[src/rtl/rr_arbiter16.sv]
// 16-requester round-robin arbiter with grant hold and explicit release.
// Registered one-hot grant plus binary index; the served requester drops to lowest priority.
//
// state | meaning
// IDLE  | no grant; pick the next winner from req starting at ptr
// GRANT | holding grant_idx until release_i or the holder drops its request
module rr_arbiter16 #(
  parameter int N    = 16,
  parameter int IDXW = 4
) (
  input  logic            clk,
  input  logic            rst,
  input  logic [N-1:0]    req,
  input  logic            release_i,
  output logic [N-1:0]    grant,
  output logic            grant_valid,
  output logic [IDXW-1:0] grant_idx
);

  typedef enum logic {IDLE = 1'b0, GRANT = 1'b1} state_t;

  state_t            state, state_nxt;
  logic [IDXW-1:0]   ptr, ptr_nxt;
  logic [N-1:0]      grant_nxt;
  logic              valid_nxt;
  logic [IDXW-1:0]   idx_nxt;

  logic [2*N-1:0]    req_dbl;
  logic [N-1:0]      req_rot;
  logic [IDXW-1:0]   pick;
  logic [IDXW-1:0]   winner;
  logic              done;

  // Rotate so ptr sits at bit 0, take the lowest set bit, then rotate back.
  always_comb begin
    req_dbl = {req, req} >> ptr;
    req_rot = req_dbl[N-1:0];
    pick    = '0;
    for (int i = N - 1; i >= 0; i--) begin
      if (req_rot[i]) pick = i[IDXW-1:0];
    end
    winner = ptr + pick;
  end

  // Release and withdrawal together count as one release event.
  assign done = release_i || !req[grant_idx];

  always_ff @(posedge clk) begin
    if (rst) begin
      state       <= IDLE;
      ptr         <= '0;
      grant       <= '0;
      grant_valid <= 1'b0;
      grant_idx   <= '0;
    end else begin
      state       <= state_nxt;
      ptr         <= ptr_nxt;
      grant       <= grant_nxt;
      grant_valid <= valid_nxt;
      grant_idx   <= idx_nxt;
    end
  end

  always_comb begin
    state_nxt = state;
    ptr_nxt   = ptr;
    case (state)
      IDLE: begin
        if (|req) state_nxt = GRANT;
      end
      GRANT: begin
        if (done) begin
          state_nxt = IDLE;
          ptr_nxt   = grant_idx + 1'b1;
        end
      end
      default: state_nxt = IDLE;
    endcase
  end

  always_comb begin
    grant_nxt = grant;
    valid_nxt = grant_valid;
    idx_nxt   = grant_idx;
    case (state)
      IDLE: begin
        if (|req) begin
          grant_nxt = {{(N-1){1'b0}}, 1'b1} << winner;
          valid_nxt = 1'b1;
          idx_nxt   = winner;
        end
      end
      GRANT: begin
        if (done) begin
          grant_nxt = '0;
          valid_nxt = 1'b0;
          idx_nxt   = '0;
        end
      end
      default: begin
        grant_nxt = '0;
        valid_nxt = 1'b0;
        idx_nxt   = '0;
      end
    endcase
  end

endmodule

[config.mk]
export PLATFORM = sky130hd
export DESIGN_NAME = rr_arbiter16
export DESIGN_NICKNAME = d
export VERILOG_FILES = /design/src/rtl/rr_arbiter16.sv
export SDC_FILE = /design/constraint.sdc
export NUM_CORES = 1
export LEC_CHECK = 0
export ABC_AREA = 1
export CORE_UTILIZATION = 45
export CTS_CLUSTER_DIAMETER = 150
export DETAILED_ROUTE_END_ITERATION = 10
export PLACE_DENSITY = 0.78
export SLEW_MARGIN = 20
export SYNTH_ARGS = -nofsm -noshare
export SYNTH_HDL_FRONTEND = slang
export SYNTH_SLANG_ARGS = --single-unit
[constraint.sdc]
create_clock -name clk -period 5.55 [get_ports clk]
set_clock_uncertainty 0.15 [all_clocks]
set_input_delay 1.11 -clock clk [delete_from_list [all_inputs] [get_ports clk]]
set_output_delay 1.11 -clock clk [all_outputs]
set_load 0.05 [all_outputs]
==> results.tsv <==
stage	metric	value	unit
critical_path	cp-endpoint	grant[3]	
clock_tree	clockBufferDepth	2	
critical_path	worstRegToRegCells	28	
power	seq_power_share	0.210	
detailed_routing	final_antenna_net_count	0	
floorplanning	core_area	4817	um2
power	clkPwrFrac	0.104	
synthesis	async_reset_ff_frac	0	
critical_path	crit_fanout	5	
clock_tree	path_clk_slew	0.09	ns
finish	drive_gt1_frac	0.05340	
finish	diodes	0	
power	power_switching_share	0.5506	
detailed_routing	drt-initial-drc-count	199	
detailed_routing	first_pass_iters	5	
floorplanning	initial_core_util	0.4748	
synthesis	syn_inst	387	
global_routing	grt.overflow.total	0	
power	p_int	0.6689	mW
critical_path	crit_path_max_incr_delay	0.58	ns
timing	maxSlewHeadroom	0.4777	
finish	stdcell_area	2721	um2
placement	placed_cell_area	2650	um2
synthesis	ys_warn_count	0	
detailed_routing	wl_per_cell	13.06	um
critical_path	critPathKind	input pin to flip-flop	
clock_tree	cts_sinks	26	
finish	area_growth	18.98	%
critical_path	crit_top_cell	nand2_1	
detailed_routing	drc_errors	0	
detailed_routing	num_vias	2627	
timing	finalCriticalPeriod	4.487	ns
global_routing	grt_pass1_vias	2353	
floorplanning	die_w	73.29	um
critical_path	cp-startpoint	req[8]	
flow_run	cap_viol_max_count	0	
critical_path	rr_endpoint	grant[3]	
hold_path	hp-class	flip-flop to flip-flop	
timing	hold_violations	0	
synthesis	synthSimpleGateAreaFrac	0.4781	
critical_path	r2r_setup_slack	1.47	ns
synthesis	ys_dominant_reg_cell	dfxtp_1	
power	switchingPower	0.8197	mW
timing	fin_crit_sh	0.8084	
power	cellPowerDensity	547.0	nW/um2
critical_path	cp.arrival	4.52	ns
global_routing	grt_usage	0.2456	
clock_tree	htree_levels	1	
critical_path	slowest_stage	clkdlybuf4s50_1	
synthesis	synth_xor_area_frac	0.01149	
clock_tree	cts_hold_buffers	0	
status	status	finished, final reports clean	
synthesis	synth_nets	411	
synthesis	synth_cell_types	32	
global_routing	antenna_found_initial	0	
placement	dp_hpwl	4778	um
clock_tree	numCtsBuffers	3	
clock_tree	cts_setup_buffers	0	
timing	setup-violations-final	0	
floorplanning	rows	25	
power	ir_drop	355.3	uV
floorplanning	die_h	73.29	um
timing	tightest_slew	0.7811	ns
timing	tns	0	ns
floorplanning	die_area	5371	um2
finish	fin_nets	437	
clock_tree	cts_tree	done	
timing	rsz0062_at_grt	no	
global_routing	grt_first_pass_wirelength	10470	um
timing	fmax	0.2229	GHz
synthesis	synth-edff-count	0	
power	total_leakage_power	1.161	nW
placement	port_buffers	39	
clock_tree	insertion_delay	0.27	ns
synthesis	synth-seq-area-share	0.2276	
detailed_routing	routed_via_density	5.484	
timing	slew_violations	0	
critical_path	crit_path_start_kind	input pin	
clock_tree	cts_resized	0	
synthesis	synth_fa_ha_area_frac	0.03063	
clock_tree	cts-root-buf	clkbuf_8	
synthesis	synth_compound_area_frac	0.1477	
synthesis	netlist_area	2287	um2
critical_path	end_kind	flip-flop	
synthesis	synthMuxAreaShare	0	
global_routing	grt_max_degree	23	
synthesis	synth_top_family_by_area	simple AND/OR/NAND/NOR gates	
critical_path	worst_ep_required_time	5.58	ns
synthesis	synth.avg_cell_area	5.910	um2
placement	gp_congestion	0.9049	
critical_path	r2r_start	ptr[0]	
power	p_comb_frac	0.686	
detailed_routing	wirelength	6257	um
floorplanning	num_io_pins	40	
synthesis	ys_ff_latch	26	
==> layout make-up <==
type | count | area, um2
fillers | 484 | 2096
repair buffers | 39 | 390.4
flip-flops and latches | 26 | 520.5
well taps | 67 | 83.83
clock buffers | 3 | 41.29
clock inverters | 1 | 30.03
multi-input cells | 311 | 1528
inverters | 32 | 127.6
==> how the worst min path moves through the flow <==
stage / start / end / slack (ns) / cells past startpoint
5_1_grt: grant[10] / grant[10] / 0.34 / 2
6_report: grant[10] / grant[10] / 0.32 / 2
4_1_cts: grant[10] / grant[10] / 0.32 / 2
2_1_floorplan: state / state / 0.36 / 2
3_3_place_gp: grant[8] / grant[8] / 0.31 / 2
3_5_place_dp: grant[10] / grant[10] / 0.30 / 2
==> cell usage after synthesis, types with 3 or more instances <==
cell	count	area, um2
nand3_2	4	40.04
nor4_1	4	25.02
a21oi_1	30	150.1
buf_4	3	22.52
inv_1	27	101.4
dfxtp_1	26	520.5
nor3_1	7	35.03
xor2_1	3	26.28
buf_2	8	40.04
nand3_1	84	420.4
o221ai_1	4	35.03
nor2_1	16	60.06
o21ai_0	21	105.1
ha_1	4	50.05
nand2_1	114	427.9
o21ai_1	5	25.02
nand2_2	5	31.28
buf_6	3	33.78
clkbuf_1	4	15.01
inv_4	3	18.77
==> critical path: cells and delay by family <==
kind	cells	cell delay (ns)
and+or+nand+nor	23	1.82
buffers and inverters	4	0.80
AOI/OAI and AO/OA	2	0.26
adders and majority gates	2	0.53
==> placed cells by master, fill, tap and decap left out, types with 3 or more instances in the layout <==
cell	instances
nand3_2	4
o21ai_0	21
a21oi_1	30
o21ai_1	5
nand3_1	84
inv_4	3
ha_1	4
dfxtp_1	26
nor3_1	7
xor2_1	3
nand2_2	5
clkbuf_8	3
o221ai_1	4
nor4_1	4
nand2_1	114
clkdlybuf4s50_1	39
nor2_1	16
inv_1	27
==> state kept, by name (all words and copies together), names as in the netlist <==
register	cells
grant	16
grant_idx	4
ptr	4
grant_valid	1
state	1
==> through the flow <==
step | util | instances | hold slack [ns] | power, mW | setup slack (ns)
2_1_floorplan | - | 387 | 0.3624 | 1.117 | 1.874
3_3_place_gp | 0.5501 | 475 | 0.3065 | 1.311 | 0.8677
3_5_place_dp | 0.5501 | 475 | 0.3047 | 1.322 | 0.8083
4_1_cts | 0.5649 | 479 | 0.3185 | 1.483 | 1.101
5_1_grt | 0.5649 | 479 | 0.3408 | 1.636 | 0.5776
6_report | 0.5649 | 479 | 0.3174 | 1.489 | 1.063
==> power groups by stage <==
stage / combinational (mW) / clock [mW] / sequential (mW)
after global routing: 1.15 / 0.161 / 0.321
after floorplan: 0.739 / 0 / 0.378
after global placement: 0.997 / 0 / 0.314
final: 1.02 / 0.155 / 0.312
after CTS: 1.02 / 0.156 / 0.311
after detailed placement: 1.01 / 0 / 0.315
==> cells by family (layout without fill, tap and decap cells) <==
| logic type | Yosys count | after routing |
|---|---|---|
| simple gates | 240 | 240 |
| compound gates | 63 | 63 |
| xor+xnor | 3 | 3 |
| flops | 26 | 26 |
| fa+ha+maj | 5 | 5 |
| buf+inv | 50 | 75 |
==> metal layers <==
layer / part of all wire / routed length, um / global-route usage
met1: 0.49 / 3051 / 0.3586
met4: 0.0070 / 44 / 0.06410
met5: 0 / 0 / 0
met3: 0.061 / 380 / 0.03155
met2: 0.44 / 2780 / 0.3807
No activity file was read; power rests on OpenSTA's default activity.
==> RTL change 1, RTL diff (config.mk and constraints unchanged) <==
Reset style: asynchronous (`rst`), changed in one clocked block.
--- a/src/rtl/rr_arbiter16.sv
+++ b/src/rtl/rr_arbiter16.sv
@@ -45,7 +45,7 @@
   // Release and withdrawal together count as one release event.
   assign done = release_i || !req[grant_idx];
 
-  always_ff @(posedge clk) begin
+  always_ff @(posedge clk or posedge rst) begin
     if (rst) begin
       state       <= IDLE;
       ptr         <= '0;
Check against the original RTL: differs if rst is asserted again (counterexample within 4 cycles, from zero or initial values and one cycle with rst high); with rst held inactive, the same outputs for 10 cycles.
==> RTL change 1 against the original RTL <==
Highest routed layer unchanged; sequential cell count is the same; worst setup slack got worse by 0.14 ns; global-route usage fell by 0.71 points; wire length barely moved; register-to-register slack got worse by 0.08 ns; synthesized area increased by 4.6%; final area increased by 4.6%.
Power is left out: the tool's default activity adds up to more than one toggle a clock period on the data nets, which glitch-free logic cannot reach.
==> RTL change 1: results (changes against the original RTL) <==
| Item | Value | Unit | Delta |
| --- | --- | --- | --- |
| Number of cell instances on the worst register-to-register path | 29 | - | was 28 |
| Critical Path AT | 4.67 | ns | was 4.52 ns |
| Sum of net half-perimeters after detailed placement | 4856 | um | was 4778 um |
| Dominant synthesized flop cell | sky130_fd_sc_hd__dfrtp_1 | - | was sky130_fd_sc_hd__dfxtp_1 |
| Beginning of the worst register-to-register path | ptr[0] | - | unchanged |
| Outcome | complete, no violations | - | unchanged |
| Hold worst-path end | grant_valid | - | was grant[10] |
| Count of instances resized after the clock tree is built | 0 | - | unchanged |
| Async SR Flop Fraction | 100.0 | % | was 0% |
| Capture point of the worst reg-to-reg path | grant[12] | - | was grant[3] |
| Slew of the pin with the lowest slew margin | 0.9866 | ns | was 0.7811 ns |
| Clock slew at reported path FFs | 0.09 | ns | about the same |
| Hold path startpoint | grant_valid | - | was grant[10] |
| Hold Slack | 0.3320 | ns | was 0.3174 ns |
| Ant diodes | 0 | - | unchanged |
| Master cell of the clock root buffer | sky130_fd_sc_hd__clkbuf_8 | - | unchanged |
| Final estimated routing congestion in global placement | 0.8943 | - | was 0.9049 |
| Number of fill cells | 511 | - | was 484 |
| Crit Path Max Fanout | 5 | - | unchanged |
| Number of global-route vias before repair | 2220 | - | was 2353 |
| Leading cell types by count after synthesis | sky130_fd_sc_hd__nand2_1 (116), sky130_fd_sc_hd__nand3_1 (77), sky130_fd_sc_hd__inv_1 (36), sky130_fd_sc_hd__o21ai_0 (28), sky130_fd_sc_hd__dfrtp_1 (26) | - | was sky130_fd_sc_hd__nand2_1 (114), sky130_fd_sc_hd__nand3_1 (84), sky130_fd_sc_hd__a21oi_1 (30), sky130_fd_sc_hd__inv_1 (27), sky130_fd_sc_hd__dfxtp_1 (26) |
| Proportion of layout cells with a drive suffix above 1 | 7.862 | % | was 5.340% |
| Maximum number of pins on one net before global-route repair | 27 | - | was 23 |
| Routed via count | 2568 | - | was 2627 |
| Overall Global Routing Usage | 23.85 | % | was 24.56% |
| Distinct cell type count after synthesis | 33 | - | was 32 |
| Reg2Reg Setup Slack | 1.39 | ns | was 1.47 ns |
| Average wire length per cell after detail routing | 13.10 | um | was 13.06 um |
| Mapped Nets | 402 | - | was 411 |
| Dominant cells by area after synthesis | sky130_fd_sc_hd__dfrtp_1 (27%), sky130_fd_sc_hd__nand2_1 (18%), sky130_fd_sc_hd__nand3_1 (16%) | - | was sky130_fd_sc_hd__dfxtp_1 (23%), sky130_fd_sc_hd__nand2_1 (19%), sky130_fd_sc_hd__nand3_1 (18%) |
| DRT iter0 DRCs | 226 | - | was 199 |
| Number of nets in the final layout | 432 | - | was 437 |
| Proportion of synthesized chip area in sequential cells | 27.20 | % | was 22.76% |
| Global-route wire length before repair | 10460 | um | was 10470 um |
RTL change 1: cell count changes after synthesis, sizes merged, moves of 4 or more:
cell   unedited run  this run
nand3            88        81
dfxtp            26         0
dfrtp             0        26
a21oi            30        10
inv              31        39
nand2           120       124
nor3              7         1
o21ai            27        45
RTL change 1: tightest hold or removal path: cells and delay by family, from the launching register on:
kind / cells / cell delay [ns]
AND/OR/NAND/NOR: 2 / 0.10
flip-flops: 1 / 0.36
RTL change 1: area by class of cell:
type | count | area, um2 | area share, %
clock inverter | 1 | 30.03 | 1.055
multi-input combinational | 299 | 1489 | 52.33
tap | 70 | 87.58 | 3.078
inverter | 39 | 156.4 | 5.497
clock buffer | 3 | 41.29 | 1.451
timing repair buffer | 39 | 390.4 | 13.72
sequential | 26 | 650.6 | 22.87
RTL change 1: worst max-delay path by stage:
stage	startpoint	to	slack [ns]	depth (start not counted)
after floorplan	req[1]	grant[12]	1.80	28
after global placement	req[8]	grant[13]	0.80	28
after detailed placement	req[8]	grant[12]	0.69	28
after CTS	req[8]	grant[12]	0.98	28
after global routing	req[8]	grant[12]	0.51	28
final	req[8]	grant[12]	0.92	28
RTL change 1: metrics by stage:
stage / utilization, % / worst slack (ns) / instances / instance area [um2]
6_report: 55.71 / 0.9205 / 477 / 2845
5_1_grt: 55.71 / 0.5121 / 477 / 2845
4_1_cts: 55.71 / 0.9809 / 477 / 2845
3_5_place_dp: 54.31 / 0.6944 / 473 / 2774
3_3_place_gp: 54.31 / 0.8011 / 473 / 2774
2_1_floorplan: - / 1.805 / 378 / 2392
RTL change 1: cell families after synthesis:
logic type	after synthesis	share of synthesized area (%)
simple gates	231	43.78
compound gates	59	14.07
flops	26	27.20
buf+inv	53	10.56
xor+xnor	4	1.465
fa+ha+maj	5	2.929
RTL change 1: per-layer routing:
metal / share of wire, % / GRT usage [%]
met5: 0 / 0
met4: 0.98 / 4.403
met3: 5.6 / 1.740
met2: 47 / 39.14
met1: 46 / 34.81
==> RTL change 2, RTL diff (same flow settings) <==
Made on the original files. The parameter `N` goes from 16 to 17.
--- a/src/rtl/rr_arbiter16.sv
+++ b/src/rtl/rr_arbiter16.sv
@@ -5,7 +5,7 @@
 // IDLE  | no grant; pick the next winner from req starting at ptr
 // GRANT | holding grant_idx until release_i or the holder drops its request
 module rr_arbiter16 #(
-  parameter int N    = 16,
+  parameter int N    = 17,
   parameter int IDXW = 4
 ) (
   input  logic            clk,
Interface: changed (resized grant and req); port bits go from 40 to 42. The function was not compared with the original's and may differ.
==> RTL change 2 against the original RTL <==
Worst setup slack got worse by 0.18 ns; wire length rose by 2.3%; combinational power rose by 5%; clock power fell by 23%; critical endpoint is now grant[8]; synthesized area rose by 12%; sequential cell count did not move; final area rose by 9.1%; power fell by 0.79%; largest power group unchanged; critical path depth fell by 3.
==> RTL change 2: results (changes against the original RTL) <==
| Item | Value | Unit | Delta |
| --- | --- | --- | --- |
| Average wire length per cell after detail routing | 12.76 | um | was 13.06 um |
| Critical Path AT | 4.70 | ns | was 4.52 ns |
| Proportion of layout cells with a drive suffix above 1 | 13.49 | % | was 5.340% |
| Distinct cell type count after synthesis | 40 | - | was 32 |
| Final wirelength | 6404 | um | was 6257 um |
| Outcome | complete, no violations | - | unchanged |
| Dominant cells by area after synthesis | sky130_fd_sc_hd__dfxtp_1 (20%), sky130_fd_sc_hd__nand2_1 (17%), sky130_fd_sc_hd__nand3_1 (12%) | - | was sky130_fd_sc_hd__dfxtp_1 (23%), sky130_fd_sc_hd__nand2_1 (19%), sky130_fd_sc_hd__nand3_1 (18%) |
| GRT met2 Usage | 36.81 | % | was 38.07% |
| Maximum VDD drop | 0.3198 | mV | was 0.3553 mV |
| Non-clock inverter count in the final layout | 37 | - | was 32 |
| Capture point of the critical path | grant[8] | - | was grant[3] |
| Total leakage power | 1.226 | nW | was 1.161 nW |
| Hold worst-path end | grant[9] | - | was grant[10] |
| Proportion of cell area spent on the clock network | 1.854 | % | was 2.621% |
| Hold path startpoint | grant[9] | - | was grant[10] |
| GR met3 Demand/Resource | 0.8235 | % | was 3.155% |
| Global-route wire length before repair | 11110 | um | was 10470 um |
| Number of global-route vias before repair | 2471 | - | was 2353 |
| Routed met2 length | 3045 | um | was 2780 um |
| Post-Synth XOR/XNOR Area | 1.029 | % | was 1.149% |
| Post-layout instance area | 0.002969 | mm2 | was 0.002721 mm2 |
| Number of nets in the final layout | 456 | - | was 437 |
| Combinational cell power | 1.07 | mW | was 1.02 mW |
| Internal power | 0.6525 | mW | was 0.6689 mW |
| Met3 routed WL | 295 | um | was 380 um |
| Worst-case headroom to the max-slew limit | 43.17 | % | was 47.77% |
| Non-CTS buffers | 41 | - | was 39 |
| Launching instance or port of the critical path | req[1] | - | was req[8] |
| Multi-input logic portion of the cell area | 59.00 | % | was 56.14% |
| Worst Slack Setup Final | 0.8865 | ns | was 1.063 ns |
| Met1 capacity usage during global routing | 31.47 | % | was 35.86% |
| Count of clock buffers in the final design | 4 | - | was 3 |
[RTL change 2: cell count changes in the layout (fill, tap and decap cells not counted), moves of 4 or more]
cell	before	now
sky130_fd_sc_hd__nand3_1	84	60
sky130_fd_sc_hd__o21ai_1	5	11
sky130_fd_sc_hd__nand4_1	1	9
sky130_fd_sc_hd__nand2_2	5	11
sky130_fd_sc_hd__nand3_2	4	14
sky130_fd_sc_hd__a21oi_1	30	21
sky130_fd_sc_hd__nand2_4	0	4
sky130_fd_sc_hd__inv_1	27	31
sky130_fd_sc_hd__o21ai_0	21	16
sky130_fd_sc_hd__a21oi_2	0	8
[RTL change 2: kinds of logic after synthesis]
logic type                 Yosys count
xor gates and xnor gates             3
adders and majority gates            5
DFF                                 26
buffers and inverters               58
and+or+nand+nor                    245
other                                1
AOI/OAI and AO/OA                   68
